[config.mk]
export PLATFORM = sky130hd
export DESIGN_NAME = or1200mp_dbus_arbiter
export DESIGN_NICKNAME = d
export VERILOG_FILES = /design/src/rtl/or1200mp_dbus_arbiter.sv
export SDC_FILE = /design/constraint.sdc
export NUM_CORES = 1
export LEC_CHECK = 0
export CORE_AREA = 2 2 200 202
export CTS_CLUSTER_DIAMETER = 40
export DETAILED_ROUTE_END_ITERATION = 8
export DIE_AREA = 0 0 202 204
export GPL_TIMING_DRIVEN = 0
export PLACE_DENSITY = 0.47
export SYNTH_ARGS = -nofsm -noshare
export SYNTH_HDL_FRONTEND = slang
export SYNTH_SLANG_ARGS = --single-unit
[constraint.sdc]
create_clock -name clk_i -period 4.3 [get_ports clk_i]
set_input_delay 0.86 -clock clk_i [delete_from_list [all_inputs] [get_ports clk_i]]
set_output_delay 0.86 -clock clk_i [all_outputs]
set_load 0.05 [all_outputs]
[src/rtl/or1200mp_dbus_arbiter.sv]
// ----------------------------------------------------------------------------
// or1200mp_dbus_arbiter
// Shares one data Wishbone bus among NUM_CORES or1200 data ports.
// - Round-robin arbitration. The owner keeps the bus for as long as it holds
//   cyc, so a CAS read-modify-write sequence stays atomic.
// - Every transfer that completes with ack is rebroadcast one cycle later as
//   a registered snoop beat for the cores' coherence inputs.
// - A per-beat watchdog ends a stalled transfer by giving the owner err.
// ----------------------------------------------------------------------------
module or1200mp_dbus_arbiter #(
  parameter int NUM_CORES = 4,
  parameter int dw        = 32,
  parameter int aw        = 32,
  parameter int TIMEOUT   = 255
) (
  input  logic                      clk_i,
  input  logic                      rst_i,
  // master side
  input  logic [NUM_CORES-1:0]      m_cyc_i,
  input  logic [NUM_CORES-1:0]      m_stb_i,
  input  logic [NUM_CORES-1:0]      m_we_i,
  input  logic [4*NUM_CORES-1:0]    m_sel_i,
  input  logic [aw*NUM_CORES-1:0]   m_adr_i,
  input  logic [dw*NUM_CORES-1:0]   m_dat_i,
  output logic [dw-1:0]             m_dat_o,
  output logic [NUM_CORES-1:0]      m_ack_o,
  output logic [NUM_CORES-1:0]      m_err_o,
  output logic [NUM_CORES-1:0]      m_rty_o,
  // shared slave side
  output logic                      s_cyc_o,
  output logic                      s_stb_o,
  output logic                      s_we_o,
  output logic [3:0]                s_sel_o,
  output logic [aw-1:0]             s_adr_o,
  output logic [dw-1:0]             s_dat_o,
  input  logic [dw-1:0]             s_dat_i,
  input  logic                      s_ack_i,
  input  logic                      s_err_i,
  input  logic                      s_rty_i,
  // ownership and snoop broadcast
  output logic [NUM_CORES-1:0]      grant_o,
  output logic                      snooped_ack_o,
  output logic                      snooped_we_o,
  output logic [aw-1:0]             snooped_adr_o,
  output logic [dw-1:0]             snooped_dat_o,
  output logic [3:0]                snooped_sel_o,
  output logic [2:0]                snooped_id_o
);

  typedef enum logic [0:0] {
    ST_IDLE = 1'b0,
    ST_OWN  = 1'b1
  } state_t;

  localparam logic [7:0] TIMEOUT_C  = TIMEOUT[7:0];
  localparam logic       WD_EN_C    = (TIMEOUT != 0);
  localparam logic [2:0] LAST_RST_C = 3'(NUM_CORES - 1);
  localparam logic [NUM_CORES-1:0] ONE_C = {{(NUM_CORES-1){1'b0}}, 1'b1};

  // Round-robin search: first requester after 'last', wrapping modulo NUM_CORES.
  // Result is {hit, index}.
  function automatic logic [3:0] rr_pick(input logic [NUM_CORES-1:0] req,
                                         input logic [2:0]           last);
    logic       hit;
    logic [2:0] idx;
    int         c;
    hit = 1'b0;
    idx = 3'd0;
    for (int i = 1; i <= NUM_CORES; i++) begin
      c   = (int'(last) + i) % NUM_CORES;
      idx = (!hit && req[c]) ? c[2:0] : idx;
      hit = hit | req[c];
    end
    return {hit, idx};
  endfunction

  // state
  state_t               state_r, state_s;
  logic [2:0]           owner_r, owner_s;
  logic [NUM_CORES-1:0] grant_r, grant_s;
  logic [2:0]           last_r, last_s;
  logic [7:0]           wcnt_r, wcnt_s;

  logic                 snp_ack_r;
  logic                 snp_we_r;
  logic [aw-1:0]        snp_adr_r;
  logic [dw-1:0]        snp_dat_r;
  logic [3:0]           snp_sel_r;
  logic [2:0]           snp_id_r;

  // combinational helpers
  logic [NUM_CORES-1:0] req_s;
  logic [3:0]           pick_s;
  logic                 own_s;
  logic                 cyc_g_s, stb_g_s, we_g_s;
  logic [3:0]           sel_g_s;
  logic [aw-1:0]        adr_g_s;
  logic [dw-1:0]        dat_g_s;
  logic                 term_s;
  logic                 timeout_s;
  logic                 snp_hit_s;

  assign req_s  = m_cyc_i & m_stb_i;
  assign pick_s = rr_pick(req_s, last_r);
  assign term_s = s_ack_i | s_err_i | s_rty_i;

  // Select the owner's request signals using the one-hot grant as an AND-OR mask.
  always_comb begin
    cyc_g_s = 1'b0;
    stb_g_s = 1'b0;
    we_g_s  = 1'b0;
    sel_g_s = 4'd0;
    adr_g_s = {aw{1'b0}};
    dat_g_s = {dw{1'b0}};
    for (int k = 0; k < NUM_CORES; k++) begin
      cyc_g_s = cyc_g_s | (m_cyc_i[k] & grant_r[k]);
      stb_g_s = stb_g_s | (m_stb_i[k] & grant_r[k]);
      we_g_s  = we_g_s  | (m_we_i[k]  & grant_r[k]);
      sel_g_s = sel_g_s | (m_sel_i[4*k +: 4]   & {4{grant_r[k]}});
      adr_g_s = adr_g_s | (m_adr_i[aw*k +: aw] & {aw{grant_r[k]}});
      dat_g_s = dat_g_s | (m_dat_i[dw*k +: dw] & {dw{grant_r[k]}});
    end
  end

  // Drive the shared bus and route terminations back to the owner only.
  // Everything is gated off during the reset cycle so a late ack is dropped.
  always_comb begin
    own_s     = (state_r == ST_OWN) & ~rst_i;
    timeout_s = WD_EN_C & own_s & cyc_g_s & stb_g_s &
                (wcnt_r == TIMEOUT_C) & ~term_s;
    s_cyc_o   = own_s & cyc_g_s;
    s_stb_o   = own_s & cyc_g_s & stb_g_s & ~timeout_s;
    s_we_o    = own_s & we_g_s;
    s_sel_o   = sel_g_s & {4{own_s}};
    s_adr_o   = adr_g_s & {aw{own_s}};
    s_dat_o   = dat_g_s & {dw{own_s}};
    m_dat_o   = s_dat_i;
    m_ack_o   = grant_r & {NUM_CORES{s_ack_i & s_cyc_o}};
    m_err_o   = grant_r & {NUM_CORES{(s_err_i & s_cyc_o) | timeout_s}};
    m_rty_o   = grant_r & {NUM_CORES{s_rty_i & s_cyc_o}};
    snp_hit_s = s_cyc_o & s_stb_o & s_ack_i;
  end

  // Arbitration FSM next state: grant in IDLE, hold while owner keeps cyc.
  always_comb begin
    state_s = state_r;
    owner_s = owner_r;
    grant_s = grant_r;
    last_s  = last_r;
    case (state_r)
      ST_IDLE: begin
        if (pick_s[3]) begin
          state_s = ST_OWN;
          owner_s = pick_s[2:0];
          grant_s = ONE_C << pick_s[2:0];
        end else begin
          grant_s = {NUM_CORES{1'b0}};
        end
      end
      ST_OWN: begin
        if (!cyc_g_s) begin
          state_s = ST_IDLE;
          last_s  = owner_r;
          grant_s = {NUM_CORES{1'b0}};
        end else begin
          state_s = ST_OWN;
        end
      end
      default: begin
        state_s = ST_IDLE;
        grant_s = {NUM_CORES{1'b0}};
      end
    endcase
  end

  // Watchdog next value: count stalled strobe cycles, clear on any termination.
  always_comb begin
    if (WD_EN_C && own_s && cyc_g_s && stb_g_s && !term_s && !timeout_s) begin
      wcnt_s = wcnt_r + 8'd1;
    end else begin
      wcnt_s = 8'd0;
    end
  end

  // Arbiter state and watchdog registers.
  always_ff @(posedge clk_i) begin
    if (rst_i) begin
      state_r <= ST_IDLE;
      owner_r <= 3'd0;
      grant_r <= {NUM_CORES{1'b0}};
      last_r  <= LAST_RST_C;
      wcnt_r  <= 8'd0;
    end else begin
      state_r <= state_s;
      owner_r <= owner_s;
      grant_r <= grant_s;
      last_r  <= last_s;
      wcnt_r  <= wcnt_s;
    end
  end

  // Snoop beat: capture each acked transfer and pulse snooped_ack for one cycle.
  always_ff @(posedge clk_i) begin
    if (rst_i) begin
      snp_ack_r <= 1'b0;
      snp_we_r  <= 1'b0;
      snp_adr_r <= {aw{1'b0}};
      snp_dat_r <= {dw{1'b0}};
      snp_sel_r <= 4'd0;
      snp_id_r  <= 3'd0;
    end else begin
      snp_ack_r <= snp_hit_s;
      if (snp_hit_s) begin
        snp_we_r  <= s_we_o;
        snp_adr_r <= s_adr_o;
        snp_dat_r <= s_we_o ? s_dat_o : s_dat_i;
        snp_sel_r <= s_sel_o;
        snp_id_r  <= owner_r;
      end else begin
        snp_we_r  <= snp_we_r;
        snp_adr_r <= snp_adr_r;
        snp_dat_r <= snp_dat_r;
        snp_sel_r <= snp_sel_r;
        snp_id_r  <= snp_id_r;
      end
    end
  end

  assign grant_o       = grant_r;
  assign snooped_ack_o = snp_ack_r;
  assign snooped_we_o  = snp_we_r;
  assign snooped_adr_o = snp_adr_r;
  assign snooped_dat_o = snp_dat_r;
  assign snooped_sel_o = snp_sel_r;
  assign snooped_id_o  = snp_id_r;

endmodule

Yosys cells after proc, flatten, opt, wreduce, memory -nomap -nowiden
Index checks and enable logic that the tools add are counted.
{"block": "classes", "addsub": 5, "mul": 0, "div_mod_pow": 0, "magnitude_cmp": 4, "eq_ne": 2, "n_shift": 1, "muxes": 23, "bitwise": 77, "reduce_logical": 19}
{"cell": "AND 32 bit", "n": 10}
{"cell": "OR 32 bit", "n": 6}
{"cell": "AND 4 bit", "n": 9}
{"cell": "2-to-1 mux 32 bit", "n": 1}
{"cell": "AND 1 bit", "n": 24}
{"cell": "< comparator 3 x 4 -> 1 bit, second input constant", "n": 4}
{"cell": "OR 1 bit", "n": 15}
{"cell": "2-to-1 mux 3 bit", "n": 4}
{"cell": "OR 4 bit", "n": 3}
{"cell": "2-to-1 mux 1 bit", "n": 10}
{"cell": "OR reduction 2 bit", "n": 5}
{"cell": "adder 8 x 1 -> 8 bit, second input constant", "n": 1}
{"cell": "binary-select mux 1 bit (select 2 bit)", "n": 4}
{"cell": "== test 8 bit, second input constant", "n": 1}
{"cell": "2-to-1 mux 4 bit", "n": 2}
{"cell": "case mux 4 bit (2 select lines)", "n": 1}
{"cell": "logical AND 1 bit", "n": 7}
{"cell": "inverter 1 bit", "n": 6}
{"cell": "zero test 1 bit", "n": 5}
{"cell": "adder 2 x 1 -> 2 bit, second input constant", "n": 2}
{"cell": "adder 2 bit, second input constant", "n": 2}
{"cell": "AND 1 bit, first input constant", "n": 4}
{"cell": "AND reduction 2 bit", "n": 2}
{"cell": "<< shifter 1 x 3 -> 4 bit, first input constant", "n": 1}
{"cell": "2 further kinds", "n": 2}
{"block": "word_totals", "ff_bits": 91, "latchBits": 0, "ram_bits": 0, "romBits": 0, "in_bits": 321, "output_inout_bits": 192, "elab_cells": 142, "mem_count": 0}

Logic depth before layout (Yosys ltp)
Gate-level depths: netlist of run 1.
{"block": "depth", "word_depth": 14, "depth_mapped": 7, "mapped_depth_nobuf": 5}

Least setup slack after synthesis of run 1
OpenSTA, ideal clock, no wires.
{"block": "synth_timing", "kind": "input-to-output", "start": "input rst_i", "end": "output m_err_o[0]", "t_arrival_ps": 2699, "required_time_ps": 3440, "path_slack_ps": 741, "path_stages": 6, "n_path_buf": 2, "path_cell_list": "nand2b_1 > buf_6 > a21oi_2 > buf_2 > nand4_1 > a21boi_0"}
{"block": "synth_via", "elab_chain_len": 8, "elab_cells_between_ends": 9, "classes_between": "9 x bitwise"}
{"element": "start: declaration", "line": "17", "text": "input logic rst_i,"}
{"element": "inverter 1 bit *", "line": "128", "text": "own_s = (state_r == ST_OWN) & ~rst_i;"}
{"element": "AND 1 bit *", "line": "128"}
{"element": "AND 1 bit *", "line": "129, 131"}
{"element": "AND 1 bit (2 in a row)", "line": "129", "text": "timeout_s = WD_EN_C & own_s & cyc_g_s & stb_g_s &"}
{"element": "AND 1 bit", "line": "130", "text": "(wcnt_r == TIMEOUT_C) & ~term_s;"}
{"element": "OR 1 bit *", "line": "139", "text": "m_err_o = grant_r & {NUM_CORES{(s_err_i & s_cyc_o) | timeout_s}};"}
{"element": "AND 4 bit *", "line": "139"}
{"element": "end: declaration", "line": "27", "text": "output logic [NUM_CORES-1:0] m_err_o,"}
Every way passes the cells marked *; elsewhere a longest branch is shown, timed or not.

Worst setup path in the final report of run 1
{"block": "layout_timing", "start": "input rst_i", "end": "output s_adr_o[1]"}
{"block": "layout_via", "elab_chain_len": 3}
{"element": "inverter 1 bit", "line": "128"}
{"element": "AND 1 bit", "line": "128"}
{"element": "AND 32 bit", "line": "135", "text": "s_adr_o = adr_g_s & {aw{own_s}};"}
{"element": "end: declaration", "line": "34", "text": "output logic [aw-1:0] s_adr_o,"}
No other way between the ends.

==> results.toml, run 1 <==
[sta]
max_freq_mhz = 239
hold_viol = 0
slew_headroom_pct = 35.8
tns_ps = 0
setup_viol = 0
rsz0062_at_grt = "yes"
fin_hold_ws_ps = 439
finClkSkew_ps = 7.11
period_share_pct = 97.2
drv_slew = 0
worst_pin_slew_ps = 963
period_minus_slack_ps = 4180

[floorplan]
initial_utilization_pct = 15.4
num_rows = 73
ios = 513
core_area_sq_mm = 0.0392
fp.dieW_um = 202
design.die.area_sq_mm = 0.0412
die_h_um = 204

[power_and_ir_drop]
ir_worst_vdd_v = 0.000148
p_per_area_mw_per_mm2 = 207
finalPower_mw = 2.51
power_leakage_nw = 4.72

[detailed_routing]
wl_met3_um = 2820
top_layer = "met4"
drc = 0
ant_nets = 0
drtIter0Drc = 293
wl_per_cell_um = 20.6
route.vias.total = 7521
met1_length_um = 14400
drt_first_pass_iters = 6
viasPerCell = 4.31
drt-total-wl_um = 35900
wl_met2_um = 17500

[synth]
synth-simple-area-share_pct = 12.6
syn_nets = 1013
synth_compound_area_share_pct = 26.8
synth_largest_area_cell = "dfxtp_1"
syn_inst = 691
postSynthAreaPerCell_sq_um = 8.72
synth_edf_count = 0
synthMuxAreaShare_pct = 20.6
synthFlopType = "dfxtp_1"
ys_warn_count = 0
synth_xor_area_share_pct = 0.727
ys_types = 44
ys_ff_latch = 89
synth_top_family_by_area = "compound AO/OA/AOI/OAI gates"
ys_seq_area_share_pct = 29.6
synthesis.area_sq_mm = 0.00602
synth.area.top_cells = "dfxtp_1 30%, a22oi_1 18%, mux2i_1 11%"
yosys.area.top_type_share_pct = 29.6
async_flop_share_pct = 0
synth.top_cells.by_count = "143 x a22oi_1, 89 x dfxtp_1, 78 x nand2_1"
synth_fa_ha_area_share_pct = 0.208
yosysMostFrequentCell = "a22oi_1"

[global_routing]
grt_pass1_vias = 7769
antenna_found_initial = 1
grt_max_degree = 15
grt_pass1_wl_um = 50300
grt_usage_pct = 16.7
gr-total-overflow = 0

[cells_and_area]
multiInputGateArea_sq_mm = 0.00367
fin_util_pct = 30.9
fillerInstances = 4161
fin_nets = 1535
syn2layout_area_growth_pct = 101
diodes = 0
regArea_sq_mm = 0.00178
drive_gt1_share_pct = 9.20

[critical_path]
rr_endpoint = "snooped_dat_o[31]"
critical_path_class = "input port to output pin"
start_kind = "input port"
worstReg2RegStart = "grant_o[0]"
path_cells = "dlygate4sd2_1, nand2b_1, buf_6, clkbuf_2, a21oi_1, clkdlybuf4s50_1"
cp.arrival_ps = 3320
end_kind = "output pin"
cpPeakStageDelay_ps = 900
cp_max_fo = 10
required_ps = 3440
reg2reg_depth = 6
rrSetupSlack_ps = 1960
cpMaxStageDelayCell = "clkdlybuf4s50_1"

[clock_network]
root_buffer = "clkbuf_16"
htree_num_levels = 3
cts_sinks = 89
hold_buffers = 0
cts_made_buffers = 9
post-cts-setup-buffer-count = 0
tritoncts = "done"
clock_latency_ps = 370
clk_pin_slew_worst_paths_ps = 70
clockBufferDepth = 2

[place]
finalWeightedCongestion = 0.836
portBuffers = 511
hpwl_um = 28700

[hold_path]
min-delay-start = "wcnt_r[0]"
holdPathEnd = "wcnt_r[0]"
hold_depth = 1
hold_class = "flip-flop to flip-flop"

[outcome]
run_status = "complete, no violations"

[run]
drv_cap = 0
metrics by stage:
step	setup WS, ps	instances	instance area (sq um)
floorplan	741	691	6020
global placement	-887	1727	11800
detailed placement	-880	1727	11800
CTS	33.9	1743	12100
global route	-43.5	1743	12100
finish	122	1743	12100
worst max path at each step:
stage,end,from,cells past startpoint,slack [ps]
after floorplan,m_err_o[0],rst_i,6,740
after global placement,s_dat_o[30],rst_i,7,-890
after detailed placement,s_dat_o[30],rst_i,7,-880
after CTS,s_dat_o[2],rst_i,7,30
after global routing,s_dat_o[2],rst_i,7,-40
final,s_adr_o[1],rst_i,6,120
cells by family (layout without fill, tap and decap cells):
family	count (synthesis)	count (layout)
buf+inv	97	624
other cells	1	1
flops	89	89
simple gates	156	156
xor+xnor	5	5
compound gates	237	237
fa+ha+maj	1	1
mux	105	105
per-layer routing:
metal  track usage (%)  up-vias
li1                  -     3587
met1              18.9     3479
met2              29.0      399
met3              4.91       56
met4              7.14        0
met5                 0        -
where the power goes:
| part | internal (mW) | leakage [nW] | switching, mW |
|---|---|---|---|
| sequential | 0.833 | 0.718 | 0.0115 |
| combinational | 0.424 | 3.87 | 0.428 |
| clock | 0.450 | 0.139 | 0.364 |
| total | 1.71 | 4.72 | 0.804 |
worst max-delay path: cells and delay by family:
family / cells / cell delay, ps
buffers and inverters: 4 / 1760
and+or+nand+nor: 1 / 230
AOI/OAI and AO/OA: 1 / 450
cells in the final DEF, fill, tap and decap left out, types with 2 or more instances in the layout:
master	n
a21boi_0	4
a21oi_1	71
a22o_1	2
a22oi_1	143
and2_1	7
and3_1	8
buf_1	14
buf_2	7
buf_4	37
buf_6	8
clkbuf_1	25
clkbuf_16	9
clkbuf_2	3
clkdlybuf4s50_1	492
clkinv_2	2
dfxtp_1	89
dlygate4sd2_1	11
dlymetal6s2s_1	7
inv_1	3
mux2_2	2
mux2_4	37
mux2i_1	66
nand2_1	78
nand2b_1	3
nand3_1	6
nor2_1	9
nor2b_1	39
nor3_1	2
o21ai_0	5
xnor2_1	2
xor2_1	3
sequential cells by signal, summed over array words and instances, names as in the netlist:
register	count
owner_r	2
wcnt_r	8
snooped_adr_o	32
snooped_dat_o	32
state_r	1
snooped_we_o	1
last_r	2
grant_o	4
snooped_sel_o	4
snooped_ack_o	1
snooped_id_o	2
layout make-up:
| cell class | instances | share of cell area [%] |
|---|---|---|
| flip-flops and latches | 89 | 14.7 |
| clock buffers | 11 | 1.92 |
| repair buffers | 511 | 42.3 |
| plain buffers | 93 | 4.68 |
| clock inverters | 5 | 0.465 |
| well taps | 525 | 5.43 |
| multi-input cells | 505 | 30.3 |
| inverters | 4 | 0.124 |
timing repair:
action | in CTS | in global routing
endpoints found under the setup margin | 70 | 17
endpoints found under the hold margin | 0 | 0
resized for setup | 19 | 7
No activity file was read; power rests on OpenSTA's default activity.
==> inputs of run 2 (changes only) <==
==> constraint.sdc (replaced) <==
create_clock -name clk_i -period 4.3 [get_ports clk_i]
set_input_delay 0.86 -clock clk_i [delete_from_list [all_inputs] [get_ports clk_i]]
set_output_delay 0.86 -clock clk_i [all_outputs]
set_load 0.005 [all_outputs]
==> results.toml, run 2 (synthesis gave the netlist of run 1 again) <==
[cells_and_area]
fin_nets = 1535
diodes = 0
final_cells = 1743
syn2layout_area_growth_pct = 101
mostFrequentLayoutCells = "510 x clkdlybuf4s50_1, 143 x a22oi_1, 89 x dfxtp_1"
final_common_cell = "clkdlybuf4s50_1"
drive_gt1_share_pct = 9.03

[detailed_routing]
drc = 0
drtIter0Drc = 293
drt_first_pass_iters = 5
ant_nets = 0
drt-total-wl_um = 35900
wl_per_cell_um = 20.6
route.vias.total = 7520
viasPerCell = 4.31

[place]
portBuffers = 511
hpwl_um = 28700
finalWeightedCongestion = 0.836
place_inst = 1727

[sta]
max_freq_mhz = 243
finClkSkew_ps = 8.34
worst_pin_slew_ps = 952
period_minus_slack_ps = 4120
slew_headroom_pct = 36.5
tns_ps = 0
setup_viol = 0
drv_slew = 0
hold_viol = 0
period_share_pct = 95.7

[floorplan]
ios = 513
fp.dieW_um = 202
design.die.area_sq_mm = 0.0412
initial_utilization_pct = 15.4
die_h_um = 204
num_rows = 73
core_area_sq_mm = 0.0392

[global_routing]
grt_pass1_vias = 7769
grt_usage_pct = 16.6
antenna_found_initial = 1
grt_max_degree = 15
grt_pass1_wl_um = 50300
gr-total-overflow = 0

[critical_path]
cp.arrival_ps = 3260
critical_path_class = "input port to output pin"
critical_path.top_delay_family = "buffers and inverters"
rrSetupSlack_ps = 1990
start_kind = "input port"
cp_max_fo = 10
worst-path-buf-inv = 5
end_kind = "output pin"
cpPeakStageDelay_ps = 520
required_ps = 3440
cpMaxStageDelayCell = "dlygate4sd2_1"
path_cells = "dlygate4sd2_1, nand2b_1, buf_6, clkbuf_2, clkbuf_1, a21oi_1, clkdlybuf4s50_1"

[clock_network]
cts_made_buffers = 9
root_buffer = "clkbuf_16"
clock_latency_ps = 370
clockBufferDepth = 2
htree_num_levels = 3
cts_sinks = 89
hold_buffers = 0
clk_pin_slew_worst_paths_ps = 70
tritoncts = "done"

[power_and_ir_drop]
ir_worst_vdd_v = 0.000148
power_leakage_nw = 4.54
p_per_area_mw_per_mm2 = 197

[outcome]
run_status = "complete, no violations"

[run]
drv_cap = 0

[hold_path]
hold_class = "flip-flop to flip-flop"
[run 2: cell count changes in the layout (fill, tap and decap cells not counted), sizes merged]
| cell | change |
|---|---|
| clkdlybuf4s50 | +18 |
| dlygate4sd2 | -10 |
| dlymetal6s2s | -7 |
| clkdlybuf4s15 | -2 |
| buf | +1 |
[run 2: what timing repair did]
item | CTS | global route
gates resized for setup | 3 | 2
gates cloned | 0 | 0
endpoints found under the setup margin | 36 | 2
buffers inserted | 0 | 0
[run 2: report_power, final]
group / internal (mW) / leakage (nW) / switching, mW / total, mW
combinational: 0.425 / 3.68 / 0.300 / 0.724
sequential: 0.833 / 0.718 / 0.0116 / 0.844
clock: 0.450 / 0.139 / 0.367 / 0.817
[run 2: final cells by class]
type / instances / area, sq um
repair buffers: 511 / 5110
clock inverters: 5 / 56.3
well taps: 525 / 657
inverters: 4 / 15.0
multi-input cells: 505 / 3670
plain buffers: 93 / 559
flip-flops and latches: 89 / 1780
fillers: 4151 / 27100
clock buffers: 11 / 233
[run 2: final timing paths]
path / start / to / depth (start not counted)
worst max register to register: grant_o[3] / snooped_dat_o[14] / 6
worst min register to register: wcnt_r[0] / wcnt_r[0] / 1
worst max-delay path: rst_i / s_dat_o[11] / 7
worst min-delay path: wcnt_r[0] / wcnt_r[0] / 1
[run 2: layer usage]
metal	part of all wire (%)	routed length, um	track usage, %	vias to the layer above
met2	49	17500	29.0	390
li1	-	-	-	3588
met1	40	14500	18.9	3486
met4	3.5	1260	7.14	0
met5	0	0	0	-
met3	7.6	2720	4.91	56
[run 2: metrics by stage]
step / hold slack, ps / util (%) / worst slack (ps) / total power [mW] / cell area [sq um]
2_1_floorplan: 413 / - / 1670 / 1.09 / 6020
6_report: 438 / 30.8 / 183 / 2.39 / 12100
3_5_place_dp: 435 / 30.1 / -627 / 1.59 / 11800
5_1_grt: 468 / 30.8 / -1.88 / 2.50 / 12100
4_1_cts: 445 / 30.8 / 15.8 / 2.44 / 12100
3_3_place_gp: 424 / 30.1 / -635 / 1.59 / 11800
